==> config.mk <==
export PLATFORM = sky130hd
export DESIGN_NAME = mc_control_fsm
export DESIGN_NICKNAME = d
export VERILOG_FILES = /design/src/rtl/mc_control_fsm_pkg.sv /design/src/rtl/mc_control_fsm_wait_timer.sv /design/src/rtl/mc_control_fsm.sv
export SDC_FILE = /design/constraint.sdc
export NUM_CORES = 1
export LEC_CHECK = 0
export CAP_MARGIN = 10
export CORE_MARGIN = 2
export CORE_UTILIZATION = 35
export CTS_CLUSTER_DIAMETER = 100
export DETAILED_ROUTE_END_ITERATION = 8
export PLACE_DENSITY = 0.74
export REMOVE_ABC_BUFFERS = 1
export SETUP_SLACK_MARGIN = 0.5
export SLEW_MARGIN = 0
export SYNTH_ARGS = -nofsm -noshare
export SYNTH_HDL_FRONTEND = slang
export SYNTH_HIERARCHICAL = 1
export SYNTH_SLANG_ARGS = --single-unit
==> constraint.sdc <==
create_clock -name clk -period 3.3 [get_ports clk]
set_clock_uncertainty 0.15 [all_clocks]
set_input_delay 0.66 -clock clk [delete_from_list [all_inputs] [get_ports clk]]
set_output_delay 0.66 -clock clk [all_outputs]
set_load 0.1 [all_outputs]
==> src/rtl/mc_control_fsm_pkg.sv <==
// Shared encodings for the multi-cycle MIPS control FSM: opcodes, functs, states
// and the datapath select / ALU class codes (ALUcontrol decodes the same values).
package mc_control_fsm_pkg;

   localparam logic [5:0] OP_RTYPE = 6'h00;
   localparam logic [5:0] OP_J     = 6'h02;
   localparam logic [5:0] OP_JAL   = 6'h03;
   localparam logic [5:0] OP_BEQ   = 6'h04;
   localparam logic [5:0] OP_BNE   = 6'h05;
   localparam logic [5:0] OP_ADDIU = 6'h09;
   localparam logic [5:0] OP_SLTI  = 6'h0A;
   localparam logic [5:0] OP_SLTIU = 6'h0B;
   localparam logic [5:0] OP_LUI   = 6'h0F;
   localparam logic [5:0] OP_LW    = 6'h23;
   localparam logic [5:0] OP_SW    = 6'h2B;

   localparam logic [5:0] FN_SLL   = 6'h00;
   localparam logic [5:0] FN_JR    = 6'h08;

   typedef enum logic [3:0] {
      S_FETCH  = 4'd0,
      S_DECODE = 4'd1,
      S_MEMADR = 4'd2,
      S_MEMRD  = 4'd3,
      S_MEMWB  = 4'd4,
      S_MEMWR  = 4'd5,
      S_EXEC_R = 4'd6,
      S_RWB    = 4'd7,
      S_EXEC_I = 4'd8,
      S_IWB    = 4'd9,
      S_BRANCH = 4'd10,
      S_JUMP   = 4'd11,
      S_JR     = 4'd12
   } state_t;

   localparam logic [2:0] ALU_ADD   = 3'b000;
   localparam logic [2:0] ALU_SUB   = 3'b001;
   localparam logic [2:0] ALU_RTYPE = 3'b010;
   localparam logic [2:0] ALU_SLTU  = 3'b011;
   localparam logic [2:0] ALU_SLT   = 3'b100;
   localparam logic [2:0] ALU_LUI   = 3'b101;

   localparam logic [1:0] SRCA_PC    = 2'b00;
   localparam logic [1:0] SRCA_REGA  = 2'b01;
   localparam logic [1:0] SRCA_SHAMT = 2'b10;

   localparam logic [2:0] SRCB_REGB     = 3'b000;
   localparam logic [2:0] SRCB_FOUR     = 3'b001;
   localparam logic [2:0] SRCB_SIMM     = 3'b010;
   localparam logic [2:0] SRCB_SIMM_SH2 = 3'b011;
   localparam logic [2:0] SRCB_ZIMM     = 3'b100;

   localparam logic [1:0] PCSRC_ALU    = 2'b00;
   localparam logic [1:0] PCSRC_ALUOUT = 2'b01;
   localparam logic [1:0] PCSRC_JUMP   = 2'b10;
   localparam logic [1:0] PCSRC_REGA   = 2'b11;

   localparam logic [1:0] RDST_RT = 2'b00;
   localparam logic [1:0] RDST_RD = 2'b01;
   localparam logic [1:0] RDST_RA = 2'b10;

   localparam logic [1:0] M2R_ALUOUT = 2'b00;
   localparam logic [1:0] M2R_MDR    = 2'b01;
   localparam logic [1:0] M2R_PC     = 2'b10;

   // States that hold a memory request open and are therefore timed.
   function automatic logic is_wait_state(input state_t s);
      return (s == S_FETCH) || (s == S_MEMRD) || (s == S_MEMWR);
   endfunction

endpackage

==> src/rtl/mc_control_fsm_wait_timer.sv <==
// Memory-wait cycle counter; expired is high while the count sits at TIMEOUT-1.
module mc_wait_timer #(
   parameter int unsigned TIMEOUT = 64
) (
   input  logic clk,
   input  logic resetn,
   input  logic clr,
   input  logic en,
   output logic expired
);

   localparam int unsigned CW = (TIMEOUT > 1) ? $clog2(TIMEOUT) : 1;

   logic [CW-1:0] cnt_q;

   always_ff @(posedge clk) begin
      if (!resetn)   cnt_q <= '0;
      else if (clr)  cnt_q <= '0;
      else if (en)   cnt_q <= cnt_q + CW'(1);
   end

   assign expired = (cnt_q == CW'(TIMEOUT - 1));

endmodule

==> src/rtl/mc_control_fsm.sv <==
// Multi-cycle MIPS main control: one registered state, combinational strobes/selects,
// and a wait timer that aborts stalled memory accesses back to FETCH.
module mc_control_fsm
   import mc_control_fsm_pkg::*;
#(
   parameter int unsigned TIMEOUT = 64
) (
   input  logic        clk,
   input  logic        resetn,
   input  logic [31:0] instr,
   input  logic        zero,
   input  logic        mem_rdy,
   output logic        mem_rd,
   output logic        mem_wr,
   output logic        iord,
   output logic        ir_we,
   output logic        pc_we,
   output logic [1:0]  pc_src,
   output logic [1:0]  alu_src_a,
   output logic [2:0]  alu_src_b,
   output logic [2:0]  alu_op,
   output logic [1:0]  reg_dst,
   output logic [1:0]  mem_to_reg,
   output logic        reg_we,
   output logic        bus_err,
   output logic [3:0]  state
);

   state_t     state_q, state_d;
   logic [5:0] opcode, funct;
   logic       expired, tmr_clr, tmr_en;
   logic       unused_instr_bits;

   assign opcode            = instr[31:26];
   assign funct             = instr[5:0];
   assign unused_instr_bits = ^instr[25:6];

   // An abort leaves FETCH->FETCH without a state change, so it must clear the count too.
   assign tmr_en  = is_wait_state(state_q) && !mem_rdy;
   assign tmr_clr = (state_d != state_q) || bus_err;

   mc_wait_timer #(.TIMEOUT(TIMEOUT)) u_timer (
      .clk     (clk),
      .resetn  (resetn),
      .clr     (tmr_clr),
      .en      (tmr_en),
      .expired (expired)
   );

   always_comb begin
      state_d    = state_q;
      mem_rd     = 1'b0;
      mem_wr     = 1'b0;
      iord       = 1'b0;
      ir_we      = 1'b0;
      pc_we      = 1'b0;
      pc_src     = PCSRC_ALU;
      alu_src_a  = SRCA_PC;
      alu_src_b  = SRCB_REGB;
      alu_op     = ALU_ADD;
      reg_dst    = RDST_RT;
      mem_to_reg = M2R_ALUOUT;
      reg_we     = 1'b0;
      bus_err    = 1'b0;
      case (state_q)
         S_FETCH: begin
            mem_rd = 1'b1;
            if (mem_rdy) begin
               ir_we     = 1'b1;
               pc_we     = 1'b1;
               alu_src_b = SRCB_FOUR;
               state_d   = S_DECODE;
            end else if (expired) begin
               mem_rd  = 1'b0;
               bus_err = 1'b1;
            end
         end
         S_DECODE: begin
            alu_src_b = SRCB_SIMM_SH2;
            case (opcode)
               OP_LW, OP_SW:                       state_d = S_MEMADR;
               OP_RTYPE:                           state_d = (funct == FN_JR) ? S_JR : S_EXEC_R;
               OP_ADDIU, OP_SLTI, OP_SLTIU, OP_LUI: state_d = S_EXEC_I;
               OP_BEQ, OP_BNE:                     state_d = S_BRANCH;
               OP_J, OP_JAL:                       state_d = S_JUMP;
               default:                            state_d = S_FETCH;
            endcase
         end
         S_MEMADR: begin
            alu_src_a = SRCA_REGA;
            alu_src_b = SRCB_SIMM;
            state_d   = (opcode == OP_LW) ? S_MEMRD : S_MEMWR;
         end
         S_MEMRD: begin
            mem_rd = 1'b1;
            iord   = 1'b1;
            if (mem_rdy) begin
               state_d = S_MEMWB;
            end else if (expired) begin
               mem_rd  = 1'b0;
               bus_err = 1'b1;
               state_d = S_FETCH;
            end
         end
         S_MEMWB: begin
            mem_to_reg = M2R_MDR;
            reg_we     = 1'b1;
            state_d    = S_FETCH;
         end
         S_MEMWR: begin
            mem_wr = 1'b1;
            iord   = 1'b1;
            if (mem_rdy) begin
               state_d = S_FETCH;
            end else if (expired) begin
               mem_wr  = 1'b0;
               bus_err = 1'b1;
               state_d = S_FETCH;
            end
         end
         S_EXEC_R: begin
            alu_src_a = (funct == FN_SLL) ? SRCA_SHAMT : SRCA_REGA;
            alu_op    = ALU_RTYPE;
            state_d   = S_RWB;
         end
         S_RWB: begin
            reg_dst = RDST_RD;
            reg_we  = 1'b1;
            state_d = S_FETCH;
         end
         S_EXEC_I: begin
            alu_src_a = SRCA_REGA;
            case (opcode)
               OP_ADDIU: begin alu_src_b = SRCB_SIMM; alu_op = ALU_ADD;  end
               OP_SLTI:  begin alu_src_b = SRCB_SIMM; alu_op = ALU_SLT;  end
               OP_SLTIU: begin alu_src_b = SRCB_SIMM; alu_op = ALU_SLTU; end
               OP_LUI:   begin alu_src_b = SRCB_ZIMM; alu_op = ALU_LUI;  end
               default:  ;
            endcase
            state_d = S_IWB;
         end
         S_IWB: begin
            reg_we  = 1'b1;
            state_d = S_FETCH;
         end
         S_BRANCH: begin
            alu_src_a = SRCA_REGA;
            alu_op    = ALU_SUB;
            pc_src    = PCSRC_ALUOUT;
            pc_we     = (opcode == OP_BNE) ? !zero : zero;
            state_d   = S_FETCH;
         end
         S_JUMP: begin
            pc_src = PCSRC_JUMP;
            pc_we  = 1'b1;
            if (opcode == OP_JAL) begin
               reg_dst    = RDST_RA;
               mem_to_reg = M2R_PC;
               reg_we     = 1'b1;
            end
            state_d = S_FETCH;
         end
         S_JR: begin
            pc_src  = PCSRC_REGA;
            pc_we   = 1'b1;
            state_d = S_FETCH;
         end
         default: state_d = S_FETCH;
      endcase
      if (!resetn) begin
         mem_rd  = 1'b0;
         mem_wr  = 1'b0;
         ir_we   = 1'b0;
         pc_we   = 1'b0;
         reg_we  = 1'b0;
         bus_err = 1'b0;
         state_d = S_FETCH;
      end
   end

   always_ff @(posedge clk) begin
      if (!resetn) state_q <= S_FETCH;
      else         state_q <= state_d;
   end

   assign state = state_q;

endmodule
==> results by group <==
Layout
  • Total number of nets in the final design: 283
  • Leading cell types in the layout, fill and taps excluded: 36 x sky130_fd_sc_hd__buf_4, 18 x sky130_fd_sc_hd__nand2_1, 17 x sky130_fd_sc_hd__nor2_1, 17 x sky130_fd_sc_hd__buf_12
  • Diode count: 0
  • Most common library cell in the layout ignoring fill and taps: sky130_fd_sc_hd__buf_4
  • Layout Area Growth over Synthesis: 72.1%
  • Non-filler cells, final: approximately 300
  • Share of cells above drive strength 1: 0.404

Worst hold path
  • Worst min-delay path category: reg -> reg

Clock tree
  • Cell at the root of the clock tree: sky130_fd_sc_hd__clkbuf_8
  • Clock slew seen by the registers of the worst setup and hold paths: around 0.05 ns
  • Maximum level of the CTS H-tree: 1
  • Maximum buffer depth of the clock tree: 2
  • CTS Buf Count: 3
  • Clock sink count: 10
  • CTS tree: built
  • Post-cts hold buffer count: 0
  • Clock latency on the worst-skew pair: approximately 0.23 ns

Die
  • Io pins: 61
  • Site Rows: 22
  • CORE AREA: between 3000 and 4000 µm²
  • Starting density of the core: 0.364
  • DIE AREA: ~4300 µm²
  • Die X: about 65 µm
  • Height of the chip: 65.5 µm

Power
  • Share of power burned in registers: 0.264
  • Peak supply drop: between 0.15 and 0.2 mV
  • Cell-internal power: 322 µW
  • Net switching power: 177 µW
  • Static leakage: 0.000955 µW
  • Power density relative to cell area: about 220 nW/µm²
  • Sw Share: 0.355
  • Clk network pwr share: 0.302
  • Comb power frac: 0.434

Yosys
  • Post-synth design cell area: roughly 1300 µm²
  • Most area-consuming cells after synthesis: sky130_fd_sc_hd__dfxtp_1 15%, sky130_fd_sc_hd__nor2_1 6.2%, sky130_fd_sc_hd__nand2_1 5.1%
  • Post-synth top flop: sky130_fd_sc_hd__dfxtp_1
  • Number of synthesized flops with an enable pin: 0
  • Number of storage elements in the synthesis netlist: 10
  • Seq/Total Area, Yosys: 0.151
  • Avg Synthesized Cell Area: 7.07 µm²
  • Fraction of synthesized cell area taken by the top area cell type: 0.151
  • Leading area contributor after synthesis: sky130_fd_sc_hd__dfxtp_1
  • Post-synth ARST share: 0
  • Count of cell types in the netlist: 60
  • YS warnings: 6
  • Post-Synthesis Cells: between 150 and 200

Timing
  • Final critical delay including setup and external delays: between 2 and 3 ns
  • Tightest slew margin relative to the limit: 0.717
  • Post-route fraction of the period consumed by the critical path: 0.859
  • Final-report hold violation count: 0
  • RSZ-0062 raised after global routing: yes
  • Maximum achievable frequency: roughly 0.35 GHz
  • Slew at the pin closest to its max-slew limit: approximately 0.42 ns
  • Worst Setup Slack, final: 0.466 ns
  • Final setup violation count: 0
  • Number of pins exceeding their max-slew limit in the final report: 0

Drt
  • Residual DRC count: 0
  • Number of vias per cell: 5.72
  • DR vias: around 1.7k
  • Number of DRC markers in iteration 0: between 90 and 100
  • Final Routed Wirelength: between 4 and 5 mm
  • Post-detailed-route count of antenna-violating nets: 0
  • Pre-Repair DR Iteration Count: 4
  • Routed len/inst: ~15 µm

Placement
  • Final weighted congestion in routability-driven placement: between 0.8 and 0.9
  • Worst slack, placed: -0.103 ns
  • Number of placed instances with taps included: between 200 and 300
  • Final HPWL DP: 3.16 mm
  • Port Buffer Count: 40

GRT
  • Number of antenna violations at the first check in global routing: 0
  • Global-route wire length before repair: around 7 mm
  • Global Route Usage Sum: 0.198
  • Largest net degree at the start of global routing: 18
  • GR Overflow Total: 0
  • Vias in the first global route: approximately 1.5k

Job
  • Number of max-cap violations: 0

Critical path
  • Critical Path End Type: output port
  • Minimum setup slack among reg-to-reg paths: 0.61 ns
  • Arrival @ worst endpoint: around 2 ns
  • Setup CP Type: in -> out
  • Top fanout value on the critical path: 2
  • Sort of element at the start of the critical path: input port
  • Critical path required time: 2.49 ns

Run status
  • Result of the run: finished clean
-- repair_timing --
item | CTS | global route
pin swaps | 8 | 10
setup endpoints to repair | 21 | 15
buffers inserted | 1 | 5
gates resized for setup | 44 | 22
gates cloned | 0 | 0
-- cells in the mapped netlist (2+ instances only) --
cell                        number
sky130_fd_sc_hd__nor2_1         22
sky130_fd_sc_hd__nand2_1        18
sky130_fd_sc_hd__dfxtp_1        10
sky130_fd_sc_hd__a21oi_1         8
sky130_fd_sc_hd__nor3_1          6
sky130_fd_sc_hd__o21ai_0         6
sky130_fd_sc_hd__o22ai_1         6
sky130_fd_sc_hd__and3_1          5
sky130_fd_sc_hd__buf_2           5
sky130_fd_sc_hd__nand2b_1        5
sky130_fd_sc_hd__nand3_1         5
sky130_fd_sc_hd__xnor2_1         5
sky130_fd_sc_hd__clkbuf_1        4
sky130_fd_sc_hd__inv_1           4
sky130_fd_sc_hd__nor2b_1         4
sky130_fd_sc_hd__nor4b_1         4
sky130_fd_sc_hd__or3_1           4
sky130_fd_sc_hd__or4b_1          4
sky130_fd_sc_hd__xor2_1          4
sky130_fd_sc_hd__a32oi_1         3
sky130_fd_sc_hd__buf_4           3
sky130_fd_sc_hd__a22oi_1         2
sky130_fd_sc_hd__a31oi_1         2
sky130_fd_sc_hd__and2_1          2
sky130_fd_sc_hd__and2b_2         2
sky130_fd_sc_hd__buf_6           2
sky130_fd_sc_hd__nand3b_1        2
sky130_fd_sc_hd__nand4_1         2
sky130_fd_sc_hd__nand4b_1        2
sky130_fd_sc_hd__nor3b_1         2
sky130_fd_sc_hd__nor4_1          2
sky130_fd_sc_hd__nor4bb_1        2
sky130_fd_sc_hd__o2111ai_1       2
sky130_fd_sc_hd__o221a_2         2
-- per-layer routing --
layer,track usage,vias up,share of wire
met5,0,-,0
met1,0.287,793,0.45
li1,-,812,-
met4,0.0234,0,0.0040
met2,0.323,69,0.48
met3,0.0257,2,0.067
-- power groups by stage --
stage               registers [µW]  logic (µW)  clock network, µW
floorplan                      143        98.7                  0
global placement               133         195                  0
detailed placement             133         198                  0
CTS                            131         209                153
global route                   132         228                160
finish                         132         217                151
-- cells by family after synthesis --
group | count (synthesis) | synth area share
flip-flops | 10 | 0.151
XOR/XNOR | 9 | 0.0596
adder cells (fa/ha/maj) | 1 | 0.00946
AO/OA/AOI/OAI | 43 | 0.236
multiplexers | 1 | 0.00757
AND/OR/NAND/NOR | 102 | 0.452
buffers and inverters | 21 | 0.0842
-- critical path: stages --
cell	delay [ns]
sky130_fd_sc_hd__buf_8	0.10
sky130_fd_sc_hd__nor4bb_4	0.32
sky130_fd_sc_hd__a211oi_2	0.12
sky130_fd_sc_hd__o41ai_2	0.31
sky130_fd_sc_hd__a32oi_1	0.08
sky130_fd_sc_hd__nor2b_1	0.19
sky130_fd_sc_hd__clkbuf_16	0.23
-- flip-flops by register name (all words and copies together), names as in the netlist --
name           count
state              4
u_timer/cnt_q      6
-- stage by stage --
stage / total power, µW / cell area [µm²] / utilization / hold slack (ns) / setup TNS, ns
floorplan: 242 / 1230 / - / 0.308 / -15.72
global placement: 328 / 2030 / 0.559 / 0.322 / -0.0720
detailed placement: 330 / 2030 / 0.559 / 0.341 / -0.134
CTS: 493 / 2210 / 0.607 / 0.342 / 0
global route: 520 / 2280 / 0.626 / 0.356 / 0
finish: 499 / 2280 / 0.626 / 0.344 / 0
-- worst paths after layout --
path                    startpoint               end  cells after the start
setup / recovery         instr[27]             pc_we                      7
hold / removal    u_timer/cnt_q[5]  u_timer/cnt_q[5]                      2
setup reg to reg  u_timer/cnt_q[0]  u_timer/cnt_q[5]                     10
hold reg to reg   u_timer/cnt_q[5]  u_timer/cnt_q[5]                      2
-- cell type report --
type	count	area [µm²]
Sequential cell	10	204
Multi-Input combinational cell	156	1140
Fill cell	304	1360
Clock buffer	4	55.1
Tap cell	48	60.1
Inverter	6	22.5
Timing Repair Buffer	69	790
Note: power is estimated with default switching activity, not from simulation.
